## config.mk

```make
export PLATFORM = sky130hd
export DESIGN_NAME = multi_mul_seq_flat
export DESIGN_NICKNAME = d
export VERILOG_FILES = /design/src/rtl/multi_mul_seq_if.sv /design/src/rtl/multi_mul_seq.sv /design/src/flat_wrapper.sv
export SDC_FILE = /design/constraint.sdc
export NUM_CORES = 1
export LEC_CHECK = 0
export CAP_MARGIN = 0
export CORE_AREA = 2 2 71 73
export CTS_BUF_LIST = sky130_fd_sc_hd__clkbuf_4 sky130_fd_sc_hd__clkbuf_8
export DETAILED_ROUTE_END_ITERATION = 8
export DIE_AREA = 0 0 73 75
export PLACE_DENSITY = 0.75
export REMOVE_ABC_BUFFERS = 1
export SLEW_MARGIN = 15
export SYNTH_ARGS = -nofsm -noshare
export SYNTH_HDL_FRONTEND = slang
export SYNTH_HIERARCHICAL = 1
export SYNTH_SLANG_ARGS = --single-unit
```

## constraint.sdc

```tcl
create_clock -name clk -period 2.5 [get_ports clk]
set_input_delay 0.5 -clock clk [delete_from_list [all_inputs] [get_ports clk]]
set_output_delay 0.5 -clock clk [all_outputs]
set_load 0.005 [all_outputs]
```

## src/rtl/multi_mul_seq_if.sv

```systemverilog
// Handshake bundle for the sequential multiplier.
// start/a/b in; busy/done/p out.
interface multi_mul_seq_if #(
  parameter int S = 3
);
  localparam int N = 1 << S;

  logic           start;
  logic [N-1:0]   a;
  logic [N-1:0]   b;
  logic           busy;
  logic           done;
  logic [2*N-1:0] p;

  modport master (
    output start, a, b,
    input  busy, done, p
  );

  modport slave (
    input  start, a, b,
    output busy, done, p
  );
endinterface

```

## src/rtl/multi_mul_seq.sv

```systemverilog
// Shift-and-add unsigned multiplier, one adder, one bit per cycle.
// Ports: clk, rst_n (async low), bus (start/a/b -> busy/done/p).
module multi_add #(
  parameter int S = 3
) (
  input  logic [(1<<S)-1:0] a,
  input  logic [(1<<S)-1:0] b,
  input  logic              cin,
  input  logic              sub,
  output logic [(1<<S)-1:0] sum,
  output logic              cout
);
  localparam int N = 1 << S;

  logic [N-1:0] bx;
  logic [N:0]   res;

  assign bx  = sub ? ~b : b;
  assign res = {1'b0, a} + {1'b0, bx}
             + {{N{1'b0}}, cin ^ sub};
  assign sum  = res[N-1:0];
  assign cout = res[N];
endmodule

module multi_mul_seq #(
  parameter int S = 3
) (
  input logic             clk,
  input logic             rst_n,
  multi_mul_seq_if.slave  bus
);
  localparam int N = 1 << S;
  localparam logic [S-1:0] CNT_LAST = S'(N - 1);

  typedef enum logic [1:0] {
    IDLE = 2'd0,
    RUN  = 2'd1,
    DONE = 2'd2
  } state_t;

  state_t         state;
  logic [N-1:0]   mcand;
  logic [2*N-1:0] acc;
  logic [S-1:0]   cnt;
  logic [2*N-1:0] p_q;

  logic [N-1:0]   add_b;
  logic [N-1:0]   sum;
  logic           cout;
  logic [2*N-1:0] acc_nxt;

  assign add_b = acc[0] ? mcand : '0;

  multi_add #(.S(S)) u_add (
    .a    (acc[2*N-1:N]),
    .b    (add_b),
    .cin  (1'b0),
    .sub  (1'b0),
    .sum  (sum),
    .cout (cout)
  );

  // Carry lands in the top bit so the 2N+1 bit
  // partial result survives the shift.
  assign acc_nxt = {cout, sum, acc[N-1:1]};

  always_ff @(posedge clk or negedge rst_n) begin
    if (!rst_n) begin
      state <= IDLE;
      mcand <= '0;
      acc   <= '0;
      cnt   <= '0;
      p_q   <= '0;
    end else begin
      unique case (state)
        IDLE: begin
          if (bus.start) begin
            mcand <= bus.a;
            acc   <= {{N{1'b0}}, bus.b};
            cnt   <= '0;
            state <= RUN;
          end
        end
        RUN: begin
          acc <= acc_nxt;
          cnt <= cnt + 1'b1;
          if (cnt == CNT_LAST) begin
            p_q   <= acc_nxt;
            state <= DONE;
          end
        end
        DONE: state <= IDLE;
        default: state <= IDLE;
      endcase
    end
  end

  assign bus.busy = (state != IDLE);
  assign bus.done = (state == DONE);
  assign bus.p    = p_q;
endmodule

```

## src/flat_wrapper.sv

```systemverilog
// flat-port wrapper written by rule: the top's interface ports become plain ports
module multi_mul_seq_flat 
#(
  parameter int S = 3
)
  (clk, rst_n, bus_start, bus_a, bus_b, bus_busy, bus_done, bus_p);
  multi_mul_seq_if #(.S(S)) bus_i ();
  input logic clk;
  input logic rst_n;
  input wire logic [$bits(bus_i.start)-1:0] bus_start;
  input wire logic [$bits(bus_i.a)-1:0] bus_a;
  input wire logic [$bits(bus_i.b)-1:0] bus_b;
  output wire logic [$bits(bus_i.busy)-1:0] bus_busy;
  output wire logic [$bits(bus_i.done)-1:0] bus_done;
  output wire logic [$bits(bus_i.p)-1:0] bus_p;
  assign bus_i.start = bus_start;
  assign bus_i.a = bus_a;
  assign bus_i.b = bus_b;
  assign bus_busy = bus_i.busy;
  assign bus_done = bus_i.done;
  assign bus_p = bus_i.p;
  multi_mul_seq #(.S(S)) u_core (.clk(clk), .rst_n(rst_n), .bus(bus_i));
endmodule
```

==> flow_metrics.tcl <==
set metrics [dict create \
    outcome "complete, no violations" \
    vias 1566 \
    vdd.ir_drop.worst_mv 0.511 \
    fin_cells 287 \
    max_slew_margin_pct 43.1 \
    ant_cells 0 \
    final_setup_violation_count 0 \
    clock_latency_ns 0.30 \
    clkSinkCount 45 \
    synth_area_leader_cell "dfrtp_1" \
    synth_top_area_share_pct 50.8 \
    ys_seq_elements 45 \
    critical_path.reg2reg.startpoint "u_core/acc[0]" \
    syn-instance-count 188 \
    fin_nets 262 \
    placed_area_sq_um 2650 \
    post_dp_hpwl_um 3130 \
    post_synth.cell_area_avg_sq_um 11.8 \
    synthDistinctLibCells 32 \
    final-hold-violation-count 0 \
    timing.max_cap.violations 0 \
    fp-row-count 25 \
    die_width_um 73 \
    stdcell_area_sq_um 2780 \
    clock_tree.htree_level_count 2 \
    clock_skew_ns 0.00737 \
    number_of_buffers_inserted_by_hold_repair_at_cts 0 \
    yosys_warnings 6 \
    commonest_cells_post_synth "dfrtp_1 (45), o22ai_1 (16), a21oi_1 (14)" \
    critical_path_launch_point "u_core/acc[0]" \
    remaining_drc_errors 0 \
    initialDrtViolationCount 104 \
    drt-total-wl_um 4240 \
    asyncSetResetFlopFracSynth_pct 100 \
    timing.fmax_mhz 420 \
    synth-edff-count 0 \
    final_core_utilization_pct 59.7 \
    worstPathMaxFanout 7 \
    synth_flop_cell "dfrtp_1" \
    cts_root_buf "clkbuf_8" \
    timing.critical_path.required_ns 2.69 \
    global_route_wire_length_before_repair_um 7050 \
    count_of_cells_along_the_worst_register_to_register_path 10 \
    num_io_pins 37 \
    post_route_cells_drive_above_1_share_pct 16.3 \
    cp-start-kind "register" \
    grt_antenna_before_repair 0 \
    power_density_nw_per_um2 1440 \
    cts-buffers-inserted 5 \
    die_height_um 75 \
    detail_route.vias_per_cell 5.46 \
    place.detailed.instances 277 \
    ranking_of_synthesized_cells_by_area "dfrtp_1 (51%), mux2_1 (6.1%), mux2_2 (6.1%)" \
    cts_tree "yes" \
    track_usage_pct 17.1 \
    numPortBuffers 36 \
    holdCritPathClass "input port to asynchronous set/reset pin" \
    maximum_number_of_pins_on_one_net_before_global_route_repair 20 \
    worstMarginPinSlew_ns 0.852 \
    clk_pin_slew_ns 0.08 \
    final.min_clock_period_ns 2.38 \
    drt_pre_antenna_iters 4 \
    critical_path_class "register to register" \
    setup.worst_path.end_class "register" \
    gp_congestion 0.812 \
    floorplan.initialDensity_pct 47.6 \
    fp.coreArea_sq_um 4660 \
    wl_per_instance_um 14.8 \
    global_route.overflow_total 0 \
    most_common_cell_in_the_netlist "dfrtp_1" \
    syn_area_sq_um 2220 \
    clock_path_buffers 2 \
    worstPathArrival_ns 2.57 \
    leakage_nw 1.20 \
    antenna_violating_nets_post_route 0 \
    grt_pass1_vias 1538 \
    design.die.area_sq_um 5480 \
    timing.hold.ws_ns 0.104 \
    synth.yosys.seq_area_share_pct 50.8 \
    final_count_of_pins_violating_max_slew 0 \
    flow.area_growth_from_synthesis_pct 25.5 \
    min_period_over_period_pct 95.3 \
]
-- cells in the final DEF, fill, tap and decap left out, types with 2 or more instances in the layout --
cell,instances
dfrtp_1,45
clkdlybuf4s50_1,35
o22ai_1,16
a21oi_1,13
mux2_1,12
mux2_2,12
a22o_1,10
nor2_1,9
ha_1,9
xor2_1,9
and2_1,7
inv_1,7
buf_4,7
clkbuf_8,5
nor2b_1,3
xnor2_1,3
clkbuf_4,2
clkinv_1,2
nand2_1,2
nand2b_1,2
conb_1,2
o21ai_2,2
a21oi_2,2
o21a_1,2
-- sequential cells by signal (all words and copies together) (netlist names) --
signal,count
u_core/acc,16
u_core/bus.p,16
u_core/mcand,8
u_core/cnt,3
u_core/state,2
-- layout make-up --
class | instances | area [sq um]
multi-input combinational | 128 | 1050
fill | 386 | 1880
timing repair buffer | 43 | 408
sequential | 45 | 1130
clock buffer | 7 | 83.8
clock inverter | 1 | 7.51
inverter | 9 | 33.8
tap | 54 | 67.6
-- cells by family after synthesis --
group | count (synthesis) | synth area share (%)
AOI/OAI and AO/OA | 49 | 14.8
xor gates and xnor gates | 13 | 5.14
adders and majority gates | 11 | 6.89
buffers and inverters | 16 | 2.88
DFF | 45 | 50.8
muxes | 24 | 12.2
other | 1 | 0.169
and+or+nand+nor | 29 | 7.17
-- layer usage --
layer  routed length, um  part of all wire, %  up-vias  global-route usage, %
met5                   0                    0        -                      0
met4                 104                  2.5        0                   9.26
met3                 112                  2.6        9                   2.54
met2                2130                   50       28                   27.2
met1                1890                   45      771                   22.6
li1                    -                    -      758                      -
-- worst paths after layout --
path	end	slack [ns]
worst max-delay path	u_core/bus.p[14]	0.12
worst min-delay path	u_core/bus.p[8]	0.10
worst max register to register	u_core/bus.p[14]	0.12
worst min register to register	u_core/cnt[0]	0.49
max in group asynchronous	u_core/mcand[4]	1.83
min in group clk	u_core/cnt[0]	0.49
-- what timing repair did --
item	in CTS	in global routing
setup endpoints to repair	0	6
buffers inserted	0	2
gates resized for setup	0	7
-- critical path: stages (launching register included) --
cell and delay (ns):
dfrtp_1 0.40, buf_4 0.16, and2_1 0.14, xor2_1 0.15, ha_1 0.37, a21oi_2 0.16
nor2_1 0.07, a311oi_2 0.28, a21oi_1 0.12, xor2_1 0.16, mux2_1 0.28
-- power by group --
group          switching, mW  internal, mW
Combinational           1.00          1.20
Sequential             0.234          1.10
Clock                  0.238         0.220
-- stage by stage --
stage / setup WS (ns) / power [mW] / setup TNS, ns
3_5_place_dp: 0.0286 / 3.46 / 0
4_1_cts: 0.0111 / 3.92 / 0
5_1_grt: -0.0661 / 4.34 / -0.0730
3_3_place_gp: 0.0957 / 3.38 / 0
2_1_floorplan: 0.161 / 2.76 / 0
6_report: 0.117 / 4.00 / 0
Power figures use the tool's default switching activity.
==> RTL edit 1, RTL diff (same settings) <==
Encoding of `state_t`: now one-hot (3 bits for 3 states).
--- a/src/rtl/multi_mul_seq.sv
+++ b/src/rtl/multi_mul_seq.sv
@@ -33,8 +33,8 @@
   localparam logic [S-1:0] CNT_LAST = S'(N - 1);
 
-  typedef enum logic [1:0] {
-    IDLE = 2'd0,
-    RUN  = 2'd1,
-    DONE = 2'd2
+  typedef enum logic [2:0] {
+    IDLE = 3'b001,
+    RUN  = 3'b010,
+    DONE = 3'b100
   } state_t;
 
Formal check against the unedited RTL: no difference found for any inputs over 4 cycles, from zero or initial values and one cycle with rst_n low; so few cycles prove little.
==> RTL edit 1 against the unedited design <==
Wire length is 4.9% lower; critical path type unchanged; worst hold slack improved by 23 ps; design area is 1.1% higher; sequential cell count grew 1; power shrank 25%; synthesized area grew 2.6%; worst setup slack improved by 25 ps.
==> RTL edit 1: results <==
export IMPL_outcome="completed"
export IMPL_wl_met1_mm=1.96
export IMPL_cts_resized=1
export IMPL_grt_pass1_wl_mm=6.54
export IMPL_synth_seq_area_share=0.507
export IMPL_place_congestion=0.883
export IMPL_met3_length_um=154
export IMPL_grt_pass1_vias=1401
export IMPL_r2r_end="u_core/bus.p[13]$_DFFE_PN0P_"
export IMPL_worstReg2RegStart="u_core/mcand[0]$_DFFE_PN0P_"
export IMPL_final_nets=257
export IMPL_synthCells=185
export IMPL_drt_initial_drc_count=40
export IMPL_dp_final_hpwl_mm=2.81
export IMPL_comb_power_share=0.478
export IMPL_wl_met2_mm=1.88
export IMPL_fin_ws_ps=141
export IMPL_vias=1454
export IMPL_leakagePower_nw=1.31
export IMPL_synth_top_family_by_area="multiplexers"
export IMPL_reg2reg_depth=11
export IMPL_place_detailed_instances=274
export IMPL_num_fill_cells=380
export IMPL_drive_gt1_frac=0.193
export IMPL_ir_worst_vdd_uv=597
export IMPL_worstMarginPinSlew_ps=832
RTL edit 1: area by class of cell:
cell class	instances	area (um2)	share of cell area
repair buffers	43	408	0.145
flip-flops and latches	46	1150	0.410
clock buffers	6	76.3	0.0271
multi-input cells	124	1070	0.380
inverters	7	26.3	0.00934
well taps	54	67.6	0.0240
clock inverters	2	13.8	0.00489
RTL edit 1: metrics by stage:
stage | setup TNS, ps | util
after floorplan | 0 | -
after global placement | 0 | 0.577
after detailed placement | 0 | 0.577
after CTS | 0 | 0.597
after global routing | -46.4 | 0.603
final | 0 | 0.603
RTL edit 1: worst max-delay path: cells and delay by family, from the launching register on:
family / cells / cell delay, ps
compound gates: 4 / 450
flops: 1 / 340
mux: 1 / 290
buf+inv: 1 / 50
xor+xnor: 1 / 180
simple gates: 2 / 310
fa+ha+maj: 2 / 620
==> RTL edit 2, RTL diff (same settings) <==
Made on the original files. `S` is set to 3 in 4 places; all go to 2.
--- a/src/rtl/multi_mul_seq_if.sv
+++ b/src/rtl/multi_mul_seq_if.sv
@@ -2,5 +2,5 @@
 // start/a/b in; busy/done/p out.
 interface multi_mul_seq_if #(
-  parameter int S = 3
+  parameter int S = 2
 );
   localparam int N = 1 << S;
--- a/src/rtl/multi_mul_seq.sv
+++ b/src/rtl/multi_mul_seq.sv
@@ -2,5 +2,5 @@
 // Ports: clk, rst_n (async low), bus (start/a/b -> busy/done/p).
 module multi_add #(
-  parameter int S = 3
+  parameter int S = 2
 ) (
   input  logic [(1<<S)-1:0] a,
@@ -24,5 +24,5 @@
 
 module multi_mul_seq #(
-  parameter int S = 3
+  parameter int S = 2
 ) (
   input logic             clk,
--- a/src/flat_wrapper.sv
+++ b/src/flat_wrapper.sv
@@ -2,5 +2,5 @@
 module multi_mul_seq_flat 
 #(
-  parameter int S = 3
+  parameter int S = 2
 )
   (clk, rst_n, bus_start, bus_a, bus_b, bus_busy, bus_done, bus_p);
Interface: changed (resized bus_a, bus_b and bus_p); port bits go from 37 to 21. The function was not compared with the original's and may differ.
==> RTL edit 2 against the unedited design <==
Worst setup slack improved by 83 ps; synthesized area shrank 45%; via count down 52%; design area fell by 45%; wire length decreased by 46%; clock skew shrank 4.4 ps; power shrank 49%; sequential cell count down 21; largest power group unchanged.
==> RTL edit 2: results <==
export IMPL_cp_slowest_stage_delay_ps=440
export IMPL_synthMuxAreaShare=0.119
export IMPL_outcome="completed"
export IMPL_synth_common_cells="dfrtp_1 (24), mux2_2 (12), xor2_1 (6), a22o_1 (5)"
export IMPL_buffers=21
export IMPL_seqAreaFraction=0.392
export IMPL_vias=755
export IMPL_multi_input_comb_area_um2=596
export IMPL_synth_compound_area_frac=0.114
export IMPL_cp_slowest_cell="fa_1"
export IMPL_buf_share=0.135
export IMPL_num_multi_input_gates=61
export IMPL_met2_usage=0.158
export IMPL_grt_max_degree=25
export IMPL_grtUsageMet1=0.118
export IMPL_drive_gt1_frac=0.223
export IMPL_htree_levels=1
export IMPL_clock_latency_ps=270
export IMPL_p_clk_w=0.000265
export IMPL_swShare=0.340
export IMPL_nClkBuffers=4
export IMPL_grt_use_met3=0.0321
export IMPL_cp_top_family="adder cells"
export IMPL_r2r_end="u_core/bus.p[7]$_DFFE_PN0P_"
export IMPL_leakagePower_nw=0.691
export IMPL_synth_seq_area_share=0.492
export IMPL_final_nets=130
export IMPL_ir_worst_vdd_uv=438
export IMPL_dp_final_hpwl_mm=1.75
export IMPL_synth_xor_area_frac=0.0502
export IMPL_wl_met2_mm=1.14
export IMPL_worst_clock_skew_ps=2.96
export IMPL_ys_ff_latch=24
export IMPL_place_congestion=0.736
export IMPL_portBuffers=20
export IMPL_num_fill_cells=457
export IMPL_reg2reg_slack_ps=200
export IMPL_sequentialPower_w=0.000743
export IMPL_clock_area_frac=0.0359
export IMPL_drt_pass1_iter_count=3
export IMPL_wl_per_cell_um=13.9
export IMPL_hp_class="register to register"
export IMPL_grt_util_all_layers=0.0930
==> RTL edit 2: changes by cell type after synthesis, sizes merged, moves of 10 or more <==
cell,delta
a21oi,-13
mux2,-12
nor2,-10
o22ai,-16
dfrtp,-21
==> RTL edit 2: kinds of logic (layout without fill, tap and decap cells) <==
group                    count (synthesis)  count (layout)
multiplexers                            13              13
buffers and inverters                    5              27
flip-flops                              24              24
AO/OA/AOI/OAI                           16              16
other                                    1               2
XOR/XNOR                                 7               7
adder cells (fa/ha/maj)                  6               6
AND/OR/NAND/NOR                         17              17
==> RTL edit 2: stage by stage <==
step	util	power (W)	worst slack, ps	instance area, um2	instances
4_1_cts	0.329	0.00204	188	1530	166
3_3_place_gp	0.317	0.00171	248	1480	162
3_5_place_dp	0.317	0.00178	192	1480	162
2_1_floorplan	-	0.00142	292	1200	87
6_report	0.329	0.00202	200	1530	166
5_1_grt	0.329	0.00220	105	1530	166
